$ cat src/rtl/dds_pkg.sv
// Shared widths and FSM state encoding for the DDS sweep controller.
// Latency: n/a (declarations only).
// Backpressure: n/a.
package dds_pkg;

    localparam int DDS_N     = 32;
    localparam int DDS_CNT_W = 16;
    localparam int DDS_PW_W  = 8;

    typedef enum logic {
        IDLE  = 1'b0,
        DWELL = 1'b1
    } dds_state_t;

endpackage

$ cat src/rtl/dds_dwell_timer.sv
// Loadable down-counter that marks the last cycle of each dwell period.
// Latency: load takes effect on the next edge; expire is combinational from the count.
// Backpressure: none; counts whenever en is high and holds at zero.
import dds_pkg::*;

module dds_dwell_timer #(
    parameter int CNT_W = DDS_CNT_W
) (
    input  logic             clk,
    input  logic             rst,
    input  logic             load,
    input  logic [CNT_W-1:0] load_val,
    input  logic             en,
    output logic             expire
);

    logic [CNT_W-1:0] cnt;

    always_ff @(posedge clk or posedge rst) begin
        if (rst) begin
            cnt <= '0;
        end else if (load) begin
            cnt <= load_val;
        end else if (en && cnt != '0) begin
            cnt <= cnt - CNT_W'(1);
        end
    end

    assign expire = en && (cnt == '0);

endmodule

$ cat src/rtl/dds_sweep_ctrl.sv
// Linear frequency-sweep scheduler driving the DDS fword/pword with per-step dwell.
// Latency: descriptor accepted at edge k gives fword=start and upd in cycle k+1.
// Backpressure: cfg_ready only in IDLE; descriptors offered while busy are not taken.
import dds_pkg::*;

module dds_sweep_ctrl #(
    parameter int N     = DDS_N,
    parameter int CNT_W = DDS_CNT_W
) (
    input  logic                clk,
    input  logic                rst,
    input  logic                cfg_valid,
    output logic                cfg_ready,
    input  logic [N-1:0]        cfg_start,
    input  logic [N-1:0]        cfg_step,
    input  logic [CNT_W-1:0]    cfg_count,
    input  logic [CNT_W-1:0]    cfg_dwell,
    input  logic                cfg_repeat,
    input  logic [DDS_PW_W-1:0] cfg_pword,
    input  logic                abort,
    output logic [N-1:0]        fword,
    output logic [DDS_PW_W-1:0] pword,
    output logic                upd,
    output logic                busy,
    output logic                done
);

    dds_state_t       state, state_nxt;
    logic [N-1:0]     start_q, step_q;
    logic [CNT_W-1:0] count_q, dwell_q, idx;
    logic             repeat_q;
    logic             expire;
    logic             accept, advance, restart, finish, kill;

    always_ff @(posedge clk or posedge rst) begin
        if (rst) state <= IDLE;
        else     state <= state_nxt;
    end

    // Abort is checked before expiry so it wins when both land in one cycle.
    always_comb begin
        state_nxt = state;
        accept    = 1'b0;
        advance   = 1'b0;
        restart   = 1'b0;
        finish    = 1'b0;
        kill      = 1'b0;
        case (state)
            IDLE: begin
                if (cfg_valid) begin
                    accept    = 1'b1;
                    state_nxt = DWELL;
                end
            end
            DWELL: begin
                if (abort) begin
                    kill      = 1'b1;
                    state_nxt = IDLE;
                end else if (expire) begin
                    if (idx != count_q) begin
                        advance = 1'b1;
                    end else if (repeat_q) begin
                        restart = 1'b1;
                    end else begin
                        finish    = 1'b1;
                        state_nxt = IDLE;
                    end
                end
            end
            default: state_nxt = IDLE;
        endcase
    end

    dds_dwell_timer #(.CNT_W(CNT_W)) u_timer (
        .clk      (clk),
        .rst      (rst),
        .load     (accept | advance | restart),
        .load_val (accept ? cfg_dwell : dwell_q),
        .en       (state == DWELL),
        .expire   (expire)
    );

    always_ff @(posedge clk or posedge rst) begin
        if (rst) begin
            start_q  <= '0;
            step_q   <= '0;
            count_q  <= '0;
            dwell_q  <= '0;
            repeat_q <= 1'b0;
            fword    <= '0;
            pword    <= '0;
            idx      <= '0;
            upd      <= 1'b0;
            done     <= 1'b0;
        end else begin
            upd  <= accept | advance | restart | kill;
            done <= finish;
            if (accept) begin
                start_q  <= cfg_start;
                step_q   <= cfg_step;
                count_q  <= cfg_count;
                dwell_q  <= cfg_dwell;
                repeat_q <= cfg_repeat;
                fword    <= cfg_start;
                pword    <= cfg_pword;
                idx      <= '0;
            end else if (kill) begin
                fword <= '0;
            end else if (advance) begin
                fword <= fword + step_q;
                idx   <= idx + CNT_W'(1);
            end else if (restart) begin
                fword <= start_q;
                idx   <= '0;
            end
        end
    end

    assign busy      = (state == DWELL);
    assign cfg_ready = (state == IDLE);

endmodule

$ cat config.mk
export PLATFORM = sky130hd
export DESIGN_NAME = dds_sweep_ctrl
export DESIGN_NICKNAME = d
export VERILOG_FILES = /design/src/rtl/dds_pkg.sv /design/src/rtl/dds_dwell_timer.sv /design/src/rtl/dds_sweep_ctrl.sv
export SDC_FILE = /design/constraint.sdc
export NUM_CORES = 1
export LEC_CHECK = 0
export ABC_AREA = 1
export CAP_MARGIN = 40
export CORE_AREA = 2 2 188 190
export CTS_CLUSTER_DIAMETER = 40
export DETAILED_ROUTE_END_ITERATION = 7
export DIE_AREA = 0 0 190 192
export GPL_TIMING_DRIVEN = 0
export PLACE_DENSITY = 0.58
export SYNTH_ARGS = -nofsm -noshare
export SYNTH_HDL_FRONTEND = slang
export SYNTH_SLANG_ARGS = --single-unit
export TNS_END_PERCENT = 100
$ cat constraint.sdc
create_clock -name clk -period 7.1 [get_ports clk]
set_input_delay 2.13 -clock clk [delete_from_list [all_inputs] [get_ports clk]]
set_output_delay 2.13 -clock clk [all_outputs]
set_load 0.01 [all_outputs]
After elaboration in Yosys (flattened, before gate mapping)
Index checks and enable logic that the tools add are counted.
{"block": "op_classes", "addsub": 3, "eq_ne": 2, "mux": 33, "bitwise": 4, "reduce_logical": 8}
{"op": "32-bit 2-to-1 mux", "count": 4}
{"op": "16-bit 2-to-1 mux", "count": 7}
{"op": "32-bit adder", "count": 1}
{"op": "1-bit 2-to-1 mux", "count": 21}
{"op": "16-bit by 1-bit adder with 16-bit output, second input constant", "count": 1}
{"op": "16-bit logical NOT", "count": 1}
{"op": "16-bit inequality test", "count": 1}
{"op": "16-bit nonzero test", "count": 1}
{"op": "16-bit by 1-bit subtractor with 16-bit output, second input constant", "count": 1}
{"op": "4-bit nonzero test", "count": 1}
{"op": "1-bit OR", "count": 3}
{"op": "3-bit nonzero test", "count": 1}
{"op": "1-bit logical AND", "count": 2}
{"op": "2-bit inequality test, second input constant", "count": 1}
{"op": "1-bit one-hot mux with 2 select lines", "count": 1}
{"op": "2-bit AND reduction", "count": 1}
{"op": "2-bit nonzero test", "count": 1}
{"op": "1-bit inverter", "count": 1}
{"block": "totals", "register_bits": 172, "in_bits": 109, "out_inout_bits": 44, "wordCells": 62}

Longest topological paths before layout
{"block": "depth", "word_depth": 9, "depth_mapped": 14, "depth_no_buf": 14}

Modules after synthesis
Synthesis repeated with hierarchy kept, for this count alone.
{"block": "unflattened", "hier_cells": 1563, "area_unflattened_um2": 10628.9}
{"module": "dds_sweep_ctrl", "instances": 1, "cells_per_inst": 1360, "area_per_inst_um2": 9356.5, "seq_area_each_um2": 3903.7}
{"module": "dds_dwell_timer", "instances": 1, "cells_per_inst": 203, "area_per_inst_um2": 1272.5, "seq_area_each_um2": 400.4}

Worst setup path before layout
Ideal clock, no wire load.
{"block": "synth_path", "kind": "in2reg", "from": "input cfg_valid", "to": "register start_q[15]", "setup_ns": 0.132, "arrival_time_ns": 3.084, "required_time_ns": 6.968, "path_slack_ns": 3.884, "path_stages": 6, "n_path_buf": 3, "cell_sequence": "nand2_2 inv_1 buf_2 buf_2 clkbuf_1 o21ai_0"}
{"block": "synth_via", "elab_chain_len": 2}
{"item": "start: declaration", "line": "dds_sweep_ctrl.sv:12", "source": "input logic cfg_valid,"}
{"item": "1-bit 2-to-1 mux", "line": "dds_sweep_ctrl.sv:50", "source": "if (cfg_valid) begin"}
{"item": "1-bit 2-to-1 mux", "line": "dds_sweep_ctrl.sv:48", "source": "case (state)"}
{"item": "end signal: assignment", "line": "dds_sweep_ctrl.sv:99", "source": "start_q <= cfg_start;"}
{"item": "end: declaration", "line": "dds_sweep_ctrl.sv:29", "source": "logic [N-1:0] start_q, step_q;"}
No other way between the ends.
A chain may end at the register's enable or synchronous reset.

Worst setup path after layout
{"block": "layout_path", "from": "input cfg_valid", "to": "register start_q[17]"}
Same word-level chain as after synthesis.

==> results.json <==
{
  "syn-num-nets": 1679,
  "rr_worst_depth": 7,
  "coreArea_um2": 34300,
  "maxSlewHeadroom_pct": 51.8,
  "drc": 0,
  "antenna_found_initial": 1,
  "ys.flop_type": "dfrtp_1",
  "viasPerCell": 4.53,
  "min_path_cells": 2,
  "initial_utilization_pct": 30.9,
  "drtIter0Drc": 653,
  "ctsHoldBuffers": 0,
  "ant_nets": 0,
  "internal_power_mw": 2.37,
  "clk_pin_slew_ns": 0.08,
  "place_hpwl_mm": 25.3,
  "p_comb_share_pct": 41.7,
  "synthCells": 1535,
  "outcome": "finished, final reports clean",
  "min_path_type": "flop to flop",
  "rsz0062_at_grt": "false",
  "clk_latency_ns": 0.45,
  "synthTopCellsByCount": "nand2_1, inv_1, dfrtp_1",
  "syn_to_final_growth_pct": 25.8,
  "die_area_um2": 36500,
  "finClkSkew_ns": 0.0186,
  "synth.area.top_cells": "dfrtp_1, nand2_1, inv_1, nor2_1, ha_1",
  "row_count": 68,
  "synth_seq_cells": 172,
  "grt_max_degree": 95,
  "min_period_ns": 4.04,
  "timing.fmax_ghz": 0.248,
  "crit_required_ns": 7.39,
  "switching_share_pct": 41.6,
  "synth_top_cell_by_area": "dfrtp_1",
  "place_congestion": 0.873,
  "cts_tree": "yes",
  "grt.overflow.total": 0,
  "leakagePower_nw": 6.87,
  "worst_setup_path_end_kind": "flop",
  "maxSlewViolCount": 0,
  "synth_top_area_share_pct": 40.7,
  "finalHoldViolCount": 0,
  "p_per_area_nw_per_um2": 305,
  "crit_start": "cfg_valid",
  "synth_edf_count": 0,
  "cts_buffers": 17,
  "stdcell_area_um2": 13300,
  "power_mw": 4.07,
  "peakVddDrop_mv": 0.176,
  "dp_cells": 2143,
  "drv_cap": 0,
  "grt_pass1_wl_mm": 52.4,
  "yosys_warnings": 0,
  "ys_seq_area_share_pct": 40.7,
  "cts-resized-gates": 0,
  "drive_gt1_share_pct": 5.17,
  "holdWs_ns": 0.479,
  "grtUsageTotal_pct": 18.5,
  "post-cts-setup-buffers": 0,
  "syn_area_um2": 10600,
  "antenna_cells": 0,
  "wire_per_inst_um": 15.1,
  "worst_pin_slew_ns": 0.723,
  "pin_count": 153,
  "first_global_vias": 9653,
  "die_w_um": 190,
  "cts-root-buf": "clkbuf_16",
  "post-synth-top-count-cell": "nand2_1",
  "pwr-share-seq_pct": 33.9,
  "ys_async_sr_fraction_pct": 100,
  "htree_levels": 4,
  "die_h_um": 192,
  "r2r_slack_ns": 4.51,
  "syn-mean-instance-area_um2": 6.90,
  "dpl_worst_slack_ns": 2.52,
  "postPlaceCellArea_um2": 12700,
  "clk_path_buf_depth": 2,
  "dr.pass1.iters": 5,
  "path_class": "input port to flop",
  "crit_arrival_ns": 4.33,
  "fin_ws_ns": 3.06,
  "fin_nets": 1851,
  "drt_wl_total_mm": 32.8,
  "instances_no_fill": 2175,
  "num_vias": 9852,
  "yosysUniqueCellTypes": 41,
  "pwr-share-clk_pct": 24.4,
  "cts.sinks": 172,
  "switchingPower_mw": 1.69,
  "r2r-end": "start_q[17]",
  "min_period_over_period_pct": 56.8,
  "io_buffers": 152,
  "setup_viol": 0,
  "cp-start-kind": "input port",
  "path_max_fanout": 10,
  "timing.rr.start": "busy",
  "worstSetupEndpoint": "start_q[17]"
}
area by class of cell:
| class | instances | area (um^2) |
|---|---|---|
| Fill cell | 3639 | 21000 |
| Multi-Input combinational cell | 1117 | 5250 |
| Sequential cell | 172 | 4300 |
| Timing Repair Buffer | 153 | 1550 |
| Inverter | 197 | 747 |
| Tap cell | 455 | 569 |
| Clock buffer | 17 | 425 |
| Buffer | 49 | 294 |
| Clock inverter | 15 | 176 |
layer usage:
metal  track usage [%]  share of wire (%)  vias to the layer above
met5                 0                  0                        -
met4              4.03                1.3                        0
met3              3.11                3.8                       24
met2              30.6                 46                      199
met1              25.4                 49                     4568
li1                  -                  -                     5061
per-stage QoR:
step	utilization, %	setup TNS (ns)
after CTS	38.8	0
final	38.8	0
after global routing	38.8	0
after detailed placement	37.1	0
after floorplan	-	0
after global placement	37.0	-419.09
state kept, by name, indices dropped and copies added (netlist names):
| name | flops |
|---|---|
| busy | 1 |
| count_q | 16 |
| done | 1 |
| dwell_q | 16 |
| fword | 32 |
| idx | 16 |
| pword | 8 |
| repeat_q | 1 |
| start_q | 32 |
| step_q | 32 |
| u_timer.cnt | 16 |
| upd | 1 |
how the worst min path moves through the flow:
stage	start	endpoint
detailed placement	dwell_q[15]	dwell_q[15]
floorplan	start_q[7]	start_q[7]
global placement	dwell_q[7]	dwell_q[7]
finish	start_q[6]	start_q[6]
CTS	start_q[6]	start_q[6]
global route	pword[7]	pword[7]
cells in the final DEF (no fill, tap or decap), types with 5 or more instances in the layout:
master and n:
xor2_1 32, o21bai_1 5, clkdlybuf4s50_1 152, clkbuf_1 17
inv_1 192, buf_6 10, ha_1 34, o21ai_0 57
nor2_1 160, or2_2 6, clkbuf_16 17, xnor2_1 12
nand4_1 7, o21ai_1 11, buf_2 15, a21boi_0 14
a21oi_1 59, inv_8 7, nor3_1 8, nand3b_1 7
nor2_2 5, nand3_1 69, nand2_1 604, dfrtp_1 172
kinds of logic (layout without fill, tap and decap cells):
| group | Yosys count | in the layout | synth area share [%] |
|---|---|---|---|
| buffers and inverters | 246 | 431 | 9.76 |
| adders and majority gates | 35 | 35 | 4.21 |
| DFF | 172 | 172 | 40.7 |
| muxes | 1 | 1 | 0.0946 |
| and+or+nand+nor | 881 | 881 | 33.6 |
| xor gates and xnor gates | 44 | 44 | 3.64 |
| AOI/OAI and AO/OA | 156 | 156 | 8.04 |
worst max-delay path, stage by stage:
cell             delay (ns)
clkdlybuf4s50_1        0.47
nand2_2                0.18
inv_1                  0.17
buf_2                  0.27
buf_2                  0.34
clkbuf_1               0.60
o21ai_0                0.16
power groups by stage:
stage	clock [mW]	sequential, mW	combinational (mW)
2_1_floorplan	0	1.37	1.12
3_3_place_gp	0	1.39	1.68
3_5_place_dp	0	1.40	1.70
4_1_cts	1.02	1.38	1.71
5_1_grt	1.05	1.41	1.94
6_report	0.991	1.38	1.70
No activity file was read; power rests on OpenSTA's default activity.
